<file path="src/rtl/mac_stream_ctrl_pkg.sv">
// Shared types and helpers for the streaming MAC controller.
package mac_stream_ctrl_pkg;

  typedef enum logic [2:0] {
    ST_IDLE = 3'd0,
    ST_BIAS = 3'd1,
    ST_ACC  = 3'd2,
    ST_OUT  = 3'd3,
    ST_DONE = 3'd4
  } state_e;

  // Tap counter must hold TAPS itself once the last beat of an output lands.
  function automatic int tap_cnt_w(input int taps);
    return $clog2(taps + 1);
  endfunction

endpackage

</file>
<file path="src/rtl/mac_stream_ctrl_if.sv">
// AXI-Stream handshake bundle: input, kernel and bias sinks plus the output source.
interface mac_stream_ctrl_if;
  logic i_TVALID;
  logic i_TREADY;
  logic k_TVALID;
  logic k_TREADY;
  logic b_TVALID;
  logic b_TREADY;
  logic o_TVALID;
  logic o_TREADY;
  logic o_TLAST;

  modport master (
    input  i_TVALID, k_TVALID, b_TVALID, o_TREADY,
    output i_TREADY, k_TREADY, b_TREADY, o_TVALID, o_TLAST
  );

  modport slave (
    output i_TVALID, k_TVALID, b_TVALID, o_TREADY,
    input  i_TREADY, k_TREADY, b_TREADY, o_TVALID, o_TLAST
  );
endinterface

</file>
<file path="src/rtl/mac_stream_cnt.sv">
// Up-counter with synchronous clear (priority over enable) and a terminal-count flag.
module mac_stream_cnt #(
  parameter int W = 4
) (
  input  logic         clk,
  input  logic         reset_n,
  input  logic         clr_i,
  input  logic         en_i,
  input  logic [W-1:0] tc_val_i,
  output logic [W-1:0] cnt_o,
  output logic         tc_o
);

  logic [W-1:0] cnt_q, cnt_d;

  always_comb begin
    cnt_d = cnt_q;
    if (clr_i) begin
      cnt_d = '0;
    end else if (en_i) begin
      cnt_d = cnt_q + W'(1);
    end
  end

  always_ff @(posedge clk) begin
    if (!reset_n) begin
      cnt_q <= '0;
    end else begin
      cnt_q <= cnt_d;
    end
  end

  assign cnt_o = cnt_q;
  assign tc_o  = (cnt_q == tc_val_i);

endmodule

</file>
<file path="src/rtl/mac_stream_ctrl.sv">
// Control FSM for the streaming MAC datapath: sequences bias, tap and output
// handshakes and counts taps per output and outputs per frame.
module mac_stream_ctrl
  import mac_stream_ctrl_pkg::*;
#(
  parameter int TAPS    = 9,
  parameter bit BIAS_EN = 1'b1,
  parameter int OUT_W   = 16,
  localparam int TAP_W  = tap_cnt_w(TAPS)
) (
  input  logic               clk,
  input  logic               reset_n,
  mac_stream_ctrl_if.master  strm,
  input  logic               start,
  input  logic [OUT_W-1:0]   n_outputs,
  output logic               acc_clr,
  output logic               bias_ld,
  output logic               acc_en,
  output logic               busy,
  output logic               done,
  output logic [TAP_W-1:0]   tap_cnt,
  output logic [OUT_W-1:0]   out_cnt
);

  state_e           state_q, state_d;
  logic [OUT_W-1:0] n_len_q, n_len_d;
  logic             in_bias, in_acc, in_out;
  logic             beat;
  logic             tap_clr, tap_en, tap_tc;
  logic             out_clr, out_en, out_tc;

  assign in_bias = (state_q == ST_BIAS);
  assign in_acc  = (state_q == ST_ACC);
  assign in_out  = (state_q == ST_OUT);

  // Joint i/k handshake so an input sample is never consumed without its kernel.
  assign beat          = in_acc & strm.i_TVALID & strm.k_TVALID;
  assign strm.i_TREADY = beat;
  assign strm.k_TREADY = beat;
  assign strm.b_TREADY = in_bias & BIAS_EN;
  assign strm.o_TVALID = in_out;
  assign strm.o_TLAST  = in_out & out_tc;

  assign bias_ld = in_bias & BIAS_EN & strm.b_TVALID;
  assign acc_clr = in_bias & ~BIAS_EN;
  assign acc_en  = beat;
  assign busy    = (state_q != ST_IDLE);
  assign done    = (state_q == ST_DONE);

  always_comb begin
    state_d = state_q;
    n_len_d = n_len_q;
    tap_clr = 1'b0;
    tap_en  = 1'b0;
    out_clr = 1'b0;
    out_en  = 1'b0;
    case (state_q)
      ST_IDLE: begin
        if (start) begin
          if (n_outputs != '0) begin
            n_len_d = n_outputs;
            out_clr = 1'b1;
            state_d = ST_BIAS;
          end else begin
            state_d = ST_DONE;
          end
        end
      end
      ST_BIAS: begin
        if (!BIAS_EN || strm.b_TVALID) begin
          tap_clr = 1'b1;
          state_d = ST_ACC;
        end
      end
      ST_ACC: begin
        if (beat) begin
          tap_en = 1'b1;
          if (tap_tc) begin
            state_d = ST_OUT;
          end
        end
      end
      ST_OUT: begin
        if (strm.o_TREADY) begin
          out_en  = 1'b1;
          state_d = out_tc ? ST_DONE : ST_BIAS;
        end
      end
      ST_DONE: state_d = ST_IDLE;
      default: state_d = ST_IDLE;
    endcase
  end

  always_ff @(posedge clk) begin
    if (!reset_n) begin
      state_q <= ST_IDLE;
      n_len_q <= '0;
    end else begin
      state_q <= state_d;
      n_len_q <= n_len_d;
    end
  end

  mac_stream_cnt #(.W(TAP_W)) u_tap_cnt (
    .clk      (clk),
    .reset_n  (reset_n),
    .clr_i    (tap_clr),
    .en_i     (tap_en),
    .tc_val_i (TAP_W'(TAPS - 1)),
    .cnt_o    (tap_cnt),
    .tc_o     (tap_tc)
  );

  // Terminal count marks the last output of the frame (drives o_TLAST).
  mac_stream_cnt #(.W(OUT_W)) u_out_cnt (
    .clk      (clk),
    .reset_n  (reset_n),
    .clr_i    (out_clr),
    .en_i     (out_en),
    .tc_val_i (n_len_q - OUT_W'(1)),
    .cnt_o    (out_cnt),
    .tc_o     (out_tc)
  );

endmodule
</file>
<file path="src/flat_wrapper.sv">
// flat-port wrapper written by rule: the top's interface ports become plain ports
module mac_stream_ctrl_flat import mac_stream_ctrl_pkg::*;
#(
  parameter int TAPS    = 9,
  parameter bit BIAS_EN = 1'b1,
  parameter int OUT_W   = 16,
  localparam int TAP_W  = tap_cnt_w(TAPS)
)
  (clk, reset_n, start, n_outputs, acc_clr, bias_ld, acc_en, busy, done, tap_cnt, out_cnt, strm_i_TVALID, strm_k_TVALID, strm_b_TVALID, strm_o_TREADY, strm_i_TREADY, strm_k_TREADY, strm_b_TREADY, strm_o_TVALID, strm_o_TLAST);
  mac_stream_ctrl_if strm_i ();
  input  logic clk;
  input  logic reset_n;
  input  logic start;
  input  logic [OUT_W-1:0] n_outputs;
  output logic acc_clr;
  output logic bias_ld;
  output logic acc_en;
  output logic busy;
  output logic done;
  output logic [TAP_W-1:0] tap_cnt;
  output logic [OUT_W-1:0] out_cnt;
  input wire logic [$bits(strm_i.i_TVALID)-1:0] strm_i_TVALID;
  input wire logic [$bits(strm_i.k_TVALID)-1:0] strm_k_TVALID;
  input wire logic [$bits(strm_i.b_TVALID)-1:0] strm_b_TVALID;
  input wire logic [$bits(strm_i.o_TREADY)-1:0] strm_o_TREADY;
  output wire logic [$bits(strm_i.i_TREADY)-1:0] strm_i_TREADY;
  output wire logic [$bits(strm_i.k_TREADY)-1:0] strm_k_TREADY;
  output wire logic [$bits(strm_i.b_TREADY)-1:0] strm_b_TREADY;
  output wire logic [$bits(strm_i.o_TVALID)-1:0] strm_o_TVALID;
  output wire logic [$bits(strm_i.o_TLAST)-1:0] strm_o_TLAST;
  assign strm_i.i_TVALID = strm_i_TVALID;
  assign strm_i.k_TVALID = strm_k_TVALID;
  assign strm_i.b_TVALID = strm_b_TVALID;
  assign strm_i.o_TREADY = strm_o_TREADY;
  assign strm_i_TREADY = strm_i.i_TREADY;
  assign strm_k_TREADY = strm_i.k_TREADY;
  assign strm_b_TREADY = strm_i.b_TREADY;
  assign strm_o_TVALID = strm_i.o_TVALID;
  assign strm_o_TLAST = strm_i.o_TLAST;
  mac_stream_ctrl #(.TAPS(TAPS), .BIAS_EN(BIAS_EN), .OUT_W(OUT_W)) u_core (.clk(clk), .reset_n(reset_n), .strm(strm_i), .start(start), .n_outputs(n_outputs), .acc_clr(acc_clr), .bias_ld(bias_ld), .acc_en(acc_en), .busy(busy), .done(done), .tap_cnt(tap_cnt), .out_cnt(out_cnt));
endmodule
</file>
<file path="config.mk">
export PLATFORM = sky130hd
export DESIGN_NAME = mac_stream_ctrl_flat
export DESIGN_NICKNAME = d
export VERILOG_FILES = /design/src/rtl/mac_stream_ctrl_pkg.sv /design/src/rtl/mac_stream_ctrl_if.sv /design/src/rtl/mac_stream_cnt.sv /design/src/rtl/mac_stream_ctrl.sv /design/src/flat_wrapper.sv
export SDC_FILE = /design/constraint.sdc
export NUM_CORES = 1
export LEC_CHECK = 0
export CORE_MARGIN = 4
export CORE_UTILIZATION = 40
export DETAILED_ROUTE_END_ITERATION = 7
export HOLD_SLACK_MARGIN = 0.06
export PLACE_DENSITY = 0.66
export SLEW_MARGIN = 25
export SYNTH_ARGS = -nofsm -noshare
export SYNTH_HDL_FRONTEND = slang
export SYNTH_SLANG_ARGS = --single-unit
</file>
<file path="constraint.sdc">
create_clock -name clk -period 3.05 [get_ports clk]
set_input_delay 0.61 -clock clk [delete_from_list [all_inputs] [get_ports clk]]
set_output_delay 0.61 -clock clk [all_outputs]
set_load 0.01 [all_outputs]
</file>
After elaboration in Yosys (flattened, before gate mapping)
Cells that the tools add are included.
- bits in registers: 39
- input port bits: 23
- output and inout bits: 30
- logic and storage cells: 47
- $add $sub $neg: 3
- eq/ne operators: 11
- mux-type cells: 17
- bitwise operators: 5
- reduce and logical (&&, ||, !) cells: 7
- operators by type and width (cell ; number):
    $mux 3 ; 7
    $add 16x1->16 const B ; 1
    $eq 16x16->1 ; 1
    $reduce_bool 16->1 ; 1
    $sub 16x1->16 const B ; 1
    $pmux 3 s4 ; 1
    $ne 2x2->1 const B ; 5
    $mux 1 ; 9
    $eq 3x2->1 const B ; 2
    $reduce_and 5->1 ; 1
    $add 4x1->4 const B ; 1
    $and 1x1->1 ; 4
    $eq 4x4->1 const B ; 1
    $reduce_or 2->1 ; 2
    $eq 3x1->1 const B ; 1
    $eq 3x3->1 const B ; 1
    $logic_not 3->1 ; 1
    $reduce_and 3->1 ; 1
    $reduce_bool 3->1 ; 1
    $not 1->1 ; 1

Logic depth before layout (Yosys ltp)
- word-level depth: 5
- depth in mapped cells: 9

By module
Synthesis repeated with hierarchy kept, for this count alone.
- cells, all modules: 279
- area total of the unflattened synthesis: 2290.9 um2
- modules (own cells, without submodules) (module ; instances ; cells an instance ; area each (um2) ; sequential area each (um2)):
    mac_stream_ctrl ; 1 ; 158 ; 1167.4 ; 380.4
    mac_stream_cnt at u_core.u_out_cnt ; 1 ; 99 ; 902.1 ; 320.3
    mac_stream_cnt at u_core.u_tap_cnt ; 1 ; 22 ; 221.5 ; 80.1

Least setup slack after synthesis
OpenSTA, ideal clock, no wires.
- path type: flip-flop to output port
- start: register u_core.n_len_q[0]
- end: output strm_o_TLAST
- arrival time: 2182 ps
- slack: 258 ps
- cell stages (with the launch flop): 8
- buffers on the path: 0
- cell sequence: dfxtp_1 inv_1 ha_1 or4b_1 o32a_2 a211o_2 nor4_2 and3_4
- cells in the longest elaborated chain, start to end: 3
- ends and longest elaborated chain (what ; line ; source):
    start, declared ; mac_stream_ctrl.sv:26 ; logic [OUT_W-1:0] n_len_q, n_len_d;
    start signal, assigned ; mac_stream_ctrl.sv:100 ; n_len_q <= n_len_d;
    $sub 16x1->16 ; mac_stream_ctrl.sv:120 ; .tc_val_i (n_len_q - OUT_W'(1)),
    $eq 16x16->1 ; mac_stream_cnt.sv:34 ; assign tc_o = (cnt_q == tc_val_i);
    $and 1x1->1 ; mac_stream_ctrl.sv:42 ; assign strm.o_TLAST = in_out & out_tc;
    end, declared ; flat_wrapper.sv:30 ; output wire logic [$bits(strm_i.o_TLAST)-1:0] strm_o_TLAST;
Every way passes these cells.

Worst setup path in the final report
- start: register u_core.n_len_q[5]
- end: output strm_o_TLAST
Same word-level chain as after synthesis.

==> out/results.ini <==
[grt]
overflow=0
grt_max_degree=19
antenna_found_initial=0
grt_usage_pct=16.32
grt_pass1_wl_microns=9328
grt_pass1_vias=2027

[route]
firstDrtPassIters=4
viasPerCell=5.043
drc=0
route.vias.total=2088
ant_nets=0
wirelength_microns=5585
drt_iter0_drc=65
wl_per_cell_microns=13.49

[placement]
globalplace.congestion=0.8554
placed_cell_area_sq_um=3033
io_buffers=51
dpl.hpwl_microns=4381

[clock_network]
cts_max_level=2
clockBufferDepth=2
ctsHoldBuffers=0
cts_tree=done
numCtsBuffers=5
clk_latency_ns=0.29
clock-root-buffer=clkbuf_8
clkSinkCount=39
path_clk_slew_ns=0.07

[yosys]
synthTopCellsByArea=dfxtp_1, xor2_1, mux2i_1, nor2_1, xnor2_1
yosys_warnings=0
synth_common_cells=nor2_1, dfxtp_1, xor2_1
synth.top_cell.area_share_pct=34.72
ys_seq_area_share_pct=34.72
syn_area_sq_um=2248
synth_cells=259
synth_edf_count=0
syn-num-nets=286
yosys.cell_types.count=50
yosysTopAreaCell=dfxtp_1
synthArstFlopShare_pct=0
synth_most_common_cell=nor2_1
synthFlopType=dfxtp_1
synth_area_per_cell_sq_um=8.681
synth-seq-cells=39

[floorplanning]
fp.dieArea_sq_um=6885
design.core.area_sq_um=5473
die_height_microns=82.98
die_x_microns=82.98
io_pins=53
start_util_pct=41.08
num_rows=27

[sta]
relSlewSlack_pct=61.99
rsz0062_at_grt=yes
period_minus_slack_ns=3.217
tightest_slew_ns=0.5687
fmax_mhz=310.8
fin_skew_ns=0.007370
fin_tns_setup_ns=-0.1671
period_share_pct=105.5
maxSlewViolCount=0
hold_violations=0
worst_slack_ns=-0.1671
setup_viol=1

[critical_path]
worst-r2r-cell-count=9
cp.required_ns=2.44
crit_arrival_ns=2.61
setup.worst_path.start_class=flip-flop
end_kind=output pin
critPathMaxFanout=3
worstSetupPathType=flip-flop to output pin

[cells_and_area]
drive_gt1_share_pct=19.01
stdcell_area_sq_um=3172
antennaDiodeCount=0
area_growth_pct=41.07
utilization_pct=57.96
nets=370
fill_cells=510
seqCellArea_sq_um=782.0
multi_input_area_sq_um=1419

[status]
outcome=finished with violations
violations=setup timing

[worst_hold_path]
min_path_cells=2
hp-class=flip-flop to flip-flop

[power]
p_per_area_nw_per_um2=514.9
power_w=0.001633
power_leakage_nw=1.315
ir_drop_v=0.0002220

[job]
cap_violations=0

worst max-delay path, cell delays in order (launching register included):
cell	delay, ns
dfxtp_2	0.32
or4_4	0.53
or4_4	0.52
or4_4	0.51
o211ai_4	0.11
nor4_4	0.05
and3_4	0.16
buf_6	0.11
through the flow:
stage,hold WS [ns],instances,setup slack [ns]
3_3_place_gp,0.5232,405,-0.2236
6_report,0.5401,414,-0.1671
4_1_cts,0.5489,413,-0.1930
5_1_grt,0.5716,414,-0.2112
2_1_floorplan,0.4851,259,0.2581
3_5_place_dp,0.5349,405,-0.2237
registers in the layout, indices dropped and copies added (netlist names):
signal	flops
u_core.n_len_q	16
u_core.u_out_cnt.cnt_o	16
u_core.state_q	3
u_core.u_tap_cnt.cnt_o	4
where the power goes:
| part | leakage, nW | internal, W | switching [W] |
|---|---|---|---|
| logic | 0.961 | 0.000387 | 0.000338 |
| registers | 0.317 | 0.000548 | 0.0000386 |
| clock network | 0.0371 | 0.000152 | 0.000169 |
| total | 1.32 | 0.00109 | 0.000546 |
final timing paths:
path | startpoint | endpoint | slack (ns)
worst max-delay path | u_core.n_len_q[5] | strm_o_TLAST | -0.17
worst min-delay path | u_core.u_out_cnt.cnt_o[1] | u_core.u_out_cnt.cnt_o[1] | 0.54
worst max register to register | u_core.n_len_q[5] | u_core.state_q[0] | 0.37
worst min register to register | u_core.u_out_cnt.cnt_o[1] | u_core.u_out_cnt.cnt_o[1] | 0.54
final cells by class:
class,instances,share of cell area [%]
inverter,8,0.9467
tap,72,2.840
clock buffer,6,2.288
timing repair buffer,86,24.54
multi-input combinational,203,44.73
sequential,39,24.65
kinds of logic (layout without fill, tap and decap cells):
| family | Yosys count | in the layout | synth area share, % |
|---|---|---|---|
| and+or+nand+nor | 119 | 119 | 28.16 |
| DFF | 39 | 39 | 34.72 |
| xor gates and xnor gates | 34 | 34 | 13.24 |
| AOI/OAI and AO/OA | 25 | 25 | 8.570 |
| muxes | 20 | 20 | 9.070 |
| buffers and inverters | 17 | 100 | 3.839 |
| adders and majority gates | 4 | 4 | 2.226 |
| other | 1 | 1 | 0.1668 |
per-layer routing:
layer / GRT usage [%] / share of wire (%) / vias to the layer above
met1: 21.68 / 49 / 971
met4: 6.092 / 1.6 / 0
met2: 26.31 / 46 / 35
li1: - / - / 1072
met5: 0 / 0 / -
met3: 2.976 / 3.5 / 10
cell usage in the layout (no fill, tap or decap), types with 2 or more instances in the layout:
cell / netlist / layout
a211o_1: 2 / 2
a21oi_1: 6 / 6
a31oi_1: 3 / 3
and3_1: 5 / 5
buf_4: 3 / 34
buf_6: 0 / 2
clkbuf_8: 1 / 5
clkdlybuf4s50_1: 0 / 50
dfxtp_1: 39 / 38
ha_1: 4 / 4
inv_1: 6 / 6
mux2i_1: 19 / 19
nand2_1: 19 / 19
nand3_1: 9 / 9
nand3b_1: 3 / 3
nand4_1: 3 / 3
nand4b_1: 2 / 2
nor2_1: 45 / 44
nor3_1: 7 / 7
nor3_2: 2 / 2
nor4_1: 7 / 7
nor4_4: 0 / 2
o21ai_0: 3 / 3
or2b_2: 2 / 2
or3_1: 2 / 2
or4_4: 3 / 3
xnor2_1: 12 / 12
xor2_1: 22 / 22
what timing repair did:
action | CTS | global route
pin swaps | 4 | 1
gates resized for setup | 9 | 4
endpoints found under the setup margin | 1 | 1
setup buffers | 2 | 1
(Power assumes the default switching activity.)
